File: src/rtl/btn_debounce.sv
// Debounces a bouncing push button. The button is synchronized into the clk
// domain, then a 4-state FSM only accepts a press or release after
// DEBOUNCE_CYCLES consecutive stable samples. It also generates optional
// auto-repeat pulses while the button is held. All outputs come straight
// from flops.
module btn_debounce #(
  parameter int DEBOUNCE_CYCLES = 500000,
  parameter int REPEAT_DELAY    = 0,
  parameter int REPEAT_PERIOD   = 5000000,
  parameter bit BTN_ACTIVE_LOW  = 1'b0
) (
  input  logic clk,
  input  logic reset_n,
  input  logic btn_raw,
  output logic btn_pulse,
  output logic btn_level,
  output logic btn_release
);

  localparam int CNT_W   = (DEBOUNCE_CYCLES > 2) ? $clog2(DEBOUNCE_CYCLES) : 1;
  localparam int RPT_MAX = (REPEAT_DELAY > REPEAT_PERIOD) ? REPEAT_DELAY : REPEAT_PERIOD;
  localparam int RPT_W   = (RPT_MAX > 2) ? $clog2(RPT_MAX) : 1;

  localparam logic [CNT_W-1:0] CNT_LAST    = CNT_W'(DEBOUNCE_CYCLES - 1);
  localparam logic [RPT_W-1:0] DELAY_LAST  = RPT_W'((REPEAT_DELAY > 0) ? REPEAT_DELAY - 1 : 0);
  localparam logic [RPT_W-1:0] PERIOD_LAST = RPT_W'((REPEAT_PERIOD > 0) ? REPEAT_PERIOD - 1 : 0);
  localparam bit               REPEAT_EN   = (REPEAT_DELAY > 0);

  typedef enum logic [1:0] {
    IDLE      = 2'd0,
    PRESS_CHK = 2'd1,
    HELD      = 2'd2,
    REL_CHK   = 2'd3
  } state_t;

  state_t           state, state_nxt;
  logic [CNT_W-1:0] cnt, cnt_nxt;
  logic [RPT_W-1:0] rpt, rpt_nxt;
  logic             rpt_first, rpt_first_nxt;
  logic             pulse_nxt, level_nxt, release_nxt;
  logic             sync1, sync2;
  logic             pressed;

  // Two-flop synchronizer. During reset it is loaded with the released level,
  // so a button held through reset is seen as a fresh press afterwards.
  always_ff @(posedge clk) begin
    if (!reset_n) begin
      sync1 <= BTN_ACTIVE_LOW;
      sync2 <= BTN_ACTIVE_LOW;
    end else begin
      sync1 <= btn_raw;
      sync2 <= sync1;
    end
  end

  assign pressed = sync2 ^ BTN_ACTIVE_LOW;

  // State, counters and output strobes register.
  always_ff @(posedge clk) begin
    if (!reset_n) begin
      state       <= IDLE;
      cnt         <= '0;
      rpt         <= '0;
      rpt_first   <= 1'b0;
      btn_pulse   <= 1'b0;
      btn_level   <= 1'b0;
      btn_release <= 1'b0;
    end else begin
      state       <= state_nxt;
      cnt         <= cnt_nxt;
      rpt         <= rpt_nxt;
      rpt_first   <= rpt_first_nxt;
      btn_pulse   <= pulse_nxt;
      btn_level   <= level_nxt;
      btn_release <= release_nxt;
    end
  end

  // Next-state logic. The repeat counter only moves on cycles spent in HELD
  // with the button pressed, so a rejected release glitch just delays the
  // next repeat by the cycles it lasted. It never restarts the repeat interval.
  always_comb begin
    state_nxt     = state;
    cnt_nxt       = cnt;
    rpt_nxt       = rpt;
    rpt_first_nxt = rpt_first;
    pulse_nxt     = 1'b0;
    level_nxt     = btn_level;
    release_nxt   = 1'b0;
    case (state)
      IDLE: begin
        if (pressed) begin
          state_nxt = PRESS_CHK;
          cnt_nxt   = '0;
        end
      end
      PRESS_CHK: begin
        if (!pressed) begin
          state_nxt = IDLE;
        end else if (cnt == CNT_LAST) begin
          state_nxt     = HELD;
          pulse_nxt     = 1'b1;
          level_nxt     = 1'b1;
          rpt_nxt       = '0;
          rpt_first_nxt = 1'b1;
        end else begin
          cnt_nxt = cnt + CNT_W'(1);
        end
      end
      HELD: begin
        if (!pressed) begin
          state_nxt = REL_CHK;
          cnt_nxt   = '0;
        end else if (REPEAT_EN) begin
          if (rpt_first ? (rpt == DELAY_LAST) : (rpt == PERIOD_LAST)) begin
            pulse_nxt     = 1'b1;
            rpt_nxt       = '0;
            rpt_first_nxt = 1'b0;
          end else begin
            rpt_nxt = rpt + RPT_W'(1);
          end
        end
      end
      REL_CHK: begin
        if (pressed) begin
          state_nxt = HELD;
        end else if (cnt == CNT_LAST) begin
          state_nxt   = IDLE;
          level_nxt   = 1'b0;
          release_nxt = 1'b1;
        end else begin
          cnt_nxt = cnt + CNT_W'(1);
        end
      end
      default: begin
        state_nxt = IDLE;
      end
    endcase
  end

endmodule
File: config.mk
export PLATFORM = sky130hd
export DESIGN_NAME = btn_debounce
export DESIGN_NICKNAME = d
export VERILOG_FILES = /design/src/rtl/btn_debounce.sv
export SDC_FILE = /design/constraint.sdc
export NUM_CORES = 1
export LEC_CHECK = 0
export CAP_MARGIN = 20
export CORE_ASPECT_RATIO = 0.7
export CORE_MARGIN = 2
export CORE_UTILIZATION = 29
export CTS_BUF_LIST = sky130_fd_sc_hd__clkbuf_8
export CTS_CLUSTER_DIAMETER = 150
export DETAILED_ROUTE_END_ITERATION = 10
export GPL_TIMING_DRIVEN = 0
export PLACE_DENSITY = 0.56
export SLEW_MARGIN = 25
export SYNTH_ARGS = -nofsm -noshare
export SYNTH_HDL_FRONTEND = slang
export SYNTH_SLANG_ARGS = --single-unit
File: constraint.sdc
create_clock -name clk -period 2 [get_ports clk]
set_input_delay 0.2 -clock clk [delete_from_list [all_inputs] [get_ports clk]]
set_output_delay 0.2 -clock clk [all_outputs]
set_load 0.02 [all_outputs]
==> metrics.txt, run 1 <==
outcome finished clean; Setup violations, final 0; Max-Cap Viols 0; Ant. Diodes 0; Power Total 0.8838 mW; synth unique cells 49; Setup CP Type flop to flop; switching share of power 23.06%; die height 62.58 µm; CTS Buffer Depth 2; I/O Buffers 5; setup ws final 0.04229 ns; worst-skew pair later-pin latency 0.27 ns; CP Capture Type flop; leakage 0.5431 nW; NetSw 0.2038 mW; RD Place Congestion 0.8020; Post-DRT Antenna Nets 0; Cell Area, Placed 0.001558 mm²; Placed Cells 242; Area Growth Syn to Fin 19.98%; share of total power in the clock network 33.9%; DR DRC count 0; initial antenna violation count 0; Worst Hold End pressed; combinational power share 6.9%; Rel. slew slack 56.28%; leading cell type in the layout, fill and taps excluded dfxtp_1; largest net degree at the start of global routing 14; wire per inst 14.91 µm; GRT Util Overall 13.49%; R2R Path End cnt[15]; Worst-Margin Slew 0.6526 ns; Hold Crit Start sync1; CTS H-tree lvls 1; Internal Power 0.6800 mW; post-synth design cell area 0.001421 mm²; Clock Tree Root clkbuf_8; worst r2r path cells 7; crit-path max FO 5; Arr. time, crit path 2.16 ns; CORE AREA 0.004756 mm²; # nets final 187; PwrDens 518.3 mW/mm²; Worst-path clk slew 0.09 ns; register-to-register setup slack 0.04 ns; GRT overflow 0; EDFF count, synth 0; TritonCTS clock tree yes; Clock Skew 0.003280 ns; Post-Syn Instances 168; total number of vias 1,309; first-pass GRT wire length 5.913 mm; die width 87.68 µm; hold crit path type flop to flop; syn_area_per_cell 8.460 µm²; proportion of layout cells with a drive suffix above 1 18.23%; unrepaired setup endpoints after global routing yes; Hold Buf Count CTS 0; Fmax achieved 0.5108 GHz; crit share post-route 97.89%; Synthesis Warnings 0; Final Non-Filler Cells 250; register area share after synthesis 36.62%; CP required 2.21 ns; Setup WS pre-CTS -0.06632 ns; final instance area 0.001705 mm²; Tmin final 1.958 ns; Hold Path Stages 1; Main synth FF type dfxtp_1; DIE AREA 0.005486 mm²; Max Slew Vio Count 0; RR Startpoint cnt[0]; via density per instance 5.236; io pins 6; Worst Setup Start Kind flop; Setup TNS Final 0 ns; power share of the sequential group 59.1%; initial core utilization 29.89%; Final Hold Slack 0.4515 ns; Post-DP HPWL 2.413 mm; vias in the first global route 1,113; cts bufs inserted 3; Num Clock Sinks 26; DRT Pass-1 Iters 4; total wire length 3.727 mm; Synthesized Nets 172; row count 21; Post-synth ARST share 0%; Finished Core Util 35.86%; Final Hold Fails 0; #FFs+latches synth 26; most frequent cells in the layout dfxtp_1 (24), nand2_1 (21), a21oi_1 (14); Initial DRC Count 121; VDD IR max 0.2632 mV
power groups by stage:
stage	Sequential [mW]	Clock, mW	Combinational [mW]
after floorplan	0.538	0	0.0357
after global placement	0.536	0	0.0597
after detailed placement	0.536	0	0.0592
after CTS	0.524	0.311	0.0597
after global routing	0.523	0.331	0.0665
final	0.523	0.300	0.0613
worst max path at each step:
stage | from | endpoint | slack, ns | cells after the start
after CTS | cnt[1] | cnt[2] | 0.03 | 8
after floorplan | cnt[0] | cnt[18] | 0.17 | 6
after detailed placement | cnt[0] | cnt[2] | -0.07 | 8
final | cnt[0] | cnt[15] | 0.04 | 7
after global routing | cnt[0] | cnt[18] | -0.006 | 7
after global placement | cnt[0] | cnt[13] | -0.08 | 8
per-layer routing:
layer  track usage [%]  wire length (µm)
met3             3.567               322
met2             17.42              1428
met5                 0                 0
met4            0.5769                 4
met1             22.76              1972
cell usage after synthesis (2+ instances only):
master | instances | share of area, %
nor3_1 | 5 | 1.8
nor2_1 | 9 | 2.4
nor3b_1 | 3 | 1.6
and2_1 | 2 | 0.88
nand4_1 | 6 | 2.6
or4_1 | 5 | 2.6
a2bb2oi_1 | 2 | 1.2
and3_1 | 2 | 0.88
o21ai_0 | 10 | 3.5
dfxtp_1 | 26 | 37
nand3_1 | 9 | 3.2
a21oi_1 | 16 | 5.6
buf_6 | 3 | 2.4
nand2_1 | 21 | 5.5
clkbuf_1 | 2 | 0.53
nand4b_1 | 2 | 1.2
nand3b_1 | 3 | 1.6
or3_2 | 2 | 1.1
nor4_1 | 4 | 1.8
o21bai_1 | 2 | 1.1
a21o_1 | 2 | 1.1
a31oi_1 | 4 | 1.8
o21a_1 | 2 | 1.1
cell families (layout without fill, tap and decap cells):
family	count (synthesis)	after routing	synth area share (%)
AOI/OAI and AO/OA	44	45	18.40
buffers and inverters	12	24	7.569
xor gates and xnor gates	2	2	1.761
DFF	26	26	36.62
muxes	1	1	0.7043
and+or+nand+nor	82	82	34.07
adders and majority gates	1	1	0.8801
registers in the layout (all words and copies together), names as in the netlist, named ones only:
signal / cells
btn_release: 1
btn_pulse: 1
state: 1
pressed: 1
sync1: 1
btn_level: 1
cnt: 19
worst max-delay path, cell delays in order (launching register included):
cell and delay (ns):
dfxtp_4 0.37, ha_4 0.17, nand4_1 0.16, nor4_4 0.08
buf_4 0.16, a211o_4 0.35, or3_2 0.46, a21oi_1 0.14
cell type report:
cell class / count / area (µm²)
Fill cell: 483 / 3050
Multi-Input combinational cell: 131 / 864.6
Sequential cell: 26 / 525.5
Buffer: 10 / 100.1
Tap cell: 69 / 86.33
Timing Repair Buffer: 9 / 80.08
Clock buffer: 3 / 41.29
Inverter: 2 / 7.507
repair_timing:
item	CTS	global route
setup buffers	1	3
gates cloned	0	1
resized for setup	4	10
pin swaps	1	5
endpoints found under the setup margin	16	16
Note: power is estimated with default switching activity, not from simulation.
==> run 2, diff against run 1 <==
CTS_CLUSTER_DIAMETER = default   (was 150)
TNS_END_PERCENT = 30   (was default)
==> run 2 against run 1 <==
  * Critical path depth is the same
  * Hold slack gained 0.0017 ns
  * Non-clock buffer count grew 1
  * Die area is the same
  * Worst setup slack lost 0.0045 ns
  * Cell count grew 0.40%
  * First-iteration DRC count grew 2.5%
  * Combinational power is essentially flat
  * Flip-flop and latch count is the same
  * Via count shrank 0.53%
  * Largest power group unchanged
  * Highest routed layer unchanged
==> metrics.txt, run 2 (same netlist as run 1, synthesis figures left out) <==
outcome finished clean; slowest cell on the critical path or3_2; Area Growth Syn to Fin 21.39%; Final Hold Fails 0 (unchanged); Hold Buf Count CTS 0 (unchanged); Final Hold Slack 0.4533 ns (+0.001746 ns); initial antenna violation count 0 (unchanged); crit-path max FO 5 (unchanged); via density per instance 5.187 (-0.93%); PwrDens 512.9 mW/mm² (-1.0%); most frequent cells in the layout dfxtp_1 (24), nand2_1 (21), a21oi_1 (14); Tmin final 1.962 ns (+0.004452 ns); Ant. Diodes 0 (unchanged); vias in the first global route 1,113 (unchanged); leakage 0.5513 nW (+1.5%); I/O Buffers 5 (unchanged); wire per inst 15.06 µm (+1.0%); Max-Cap Viols 0 (unchanged); first-pass GRT wire length 5.913 mm (unchanged); Reg with most FFs cnt; combinational power share 7.0% (about the same); DR DRC count 0 (unchanged); total wire length 3.781 mm (+1.4%); hold crit path type flop to flop; cts bufs inserted 3 (unchanged); Setup CP Type flop to flop; leading cell type in the layout, fill and taps excluded dfxtp_1; Worst-Margin Slew 0.6527 ns (+0.00006032 ns); switching share of power 23.16% (+0.10 points); Worst-path clk slew 0.09 ns (about the same); CP bufs+invs 1 (unchanged); total number of vias 1,302 (-0.53%); Arr. time, crit path 2.17 ns (about the same); RD Place Congestion 0.8020 (unchanged); Internal Power 0.6800 mW (about the same); Finished Core Util 36.28% (+0.42 points); die height 62.58 µm (unchanged); DRT Pass-1 Iters 4 (unchanged); Rel. slew slack 56.27% (about the same); CORE AREA 0.004756 mm² (unchanged); number of fill cells in the layout 482 (-0.21%); CTS H-tree lvls 1 (unchanged); Initial DRC Count 124 (+2.5%); CP required 2.21 ns (about the same); CP Capture Type flop; Setup WS pre-CTS -0.06632 ns (unchanged); initial core utilization 29.89% (unchanged); setup ws final 0.03784 ns (-0.004452 ns); GRT overflow 0 (unchanged); Critical Path Max Stage Delay 0.46 ns (about the same); Worst Setup Start Kind flop; io pins 6 (unchanged); proportion of layout cells with a drive suffix above 1 18.68% (+0.45 points); DIE AREA 0.005486 mm² (unchanged); Num Clock Sinks 26 (unchanged); row count 21 (unchanged); Post-DP HPWL 2.413 mm (unchanged); Clock Tree Root clkbuf_8; Fmax achieved 0.5096 GHz (-0.23%); VDD IR max 0.2651 mV (+0.71%); max reg flops 19 (unchanged); largest net degree at the start of global routing 14 (unchanged); Crit path max-delay family simple AND/OR/NAND/NOR gates; CTS Buffer Depth 2 (unchanged); sequence of cells on the critical path ha_4 > nand4_1 > nor4_4 > buf_4 > a211o_4 > or3_2 > a21oi_1; Post-DRT Antenna Nets 0 (unchanged); Setup violations, final 0 (unchanged); share of total power in the clock network 34.0% (about the same); GRT Util Overall 13.49% (unchanged); # nets final 188 (+0.53%); Power Total 0.8850 mW (+0.13%); Clock Skew 0.005149 ns (+0.001868 ns); die width 87.68 µm (unchanged); crit share post-route 98.11% (+0.22 points); TritonCTS clock tree yes; Max Slew Vio Count 0 (unchanged); worst-skew pair later-pin latency 0.27 ns (about the same); power share of the sequential group 59.0% (about the same); NetSw 0.2050 mW (+0.58%)
-- run 2: cell count changes in the layout (fill, tap and decap cells not counted), sizes merged --
cell  delta
buf      +1
-- run 2: power groups by stage --
stage / Combinational (mW) / Clock [mW] / Sequential [mW]
4_1_cts: 0.0597 / 0.311 / 0.524
6_report: 0.0616 / 0.301 / 0.523
3_5_place_dp: 0.0592 / 0 / 0.536
2_1_floorplan: 0.0357 / 0 / 0.538
3_3_place_gp: 0.0597 / 0 / 0.536
5_1_grt: 0.0665 / 0.331 / 0.523
-- run 2: path summary, 6_finish.rpt --
kind	startpoint	to	slack (ns)	cells after the start
setup reg to reg	cnt[0]	cnt[15]	0.04	7
hold / removal	sync1	pressed	0.45	1
setup / recovery	cnt[0]	cnt[15]	0.04	7
hold reg to reg	sync1	pressed	0.45	1
-- run 2: layer usage --
layer	share of wire [%]	GRT usage [%]	vias to the layer above
met2	39	17.42	27
met4	0.11	0.5769	0
met3	5.4	3.567	2
met1	55	22.76	617
li1	-	-	656
met5	0	0	-
-- run 2: metrics by stage --
stage / cell area, µm² / std cells / setup TNS (ns)
final: 1725 / 251 / 0
after global routing: 1725 / 251 / -0.01576
after CTS: 1627 / 246 / -0.02157
after detailed placement: 1558 / 242 / -0.3531
after global placement: 1558 / 242 / -0.6018
after floorplan: 1421 / 168 / 0
-- run 2: final cells by class --
class	instances	area [µm²]	area share, %
plain buffers	10	100.1	5.801
well taps	69	86.33	5.004
flip-flops and latches	26	525.5	30.46
repair buffers	10	100.1	5.801
inverters	2	7.507	0.4351
multi-input cells	131	864.6	50.11
clock buffers	3	41.29	2.393
-- run 2: worst reg2reg max path: stages, from the launching register on --
cell and delay [ns]:
dfxtp_4 0.37, ha_4 0.17, nand4_1 0.16, nor4_4 0.08
buf_4 0.16, a211o_4 0.36, or3_2 0.46, a21oi_1 0.14
-- run 2: what timing repair did --
| item | CTS | global route |
|---|---|---|
| gates resized for setup | 3 | 11 |
| endpoints found under the setup margin | 16 | 21 |
| cloned | 0 | 1 |
| pin swaps | 1 | 6 |
| setup buffers | 1 | 4 |
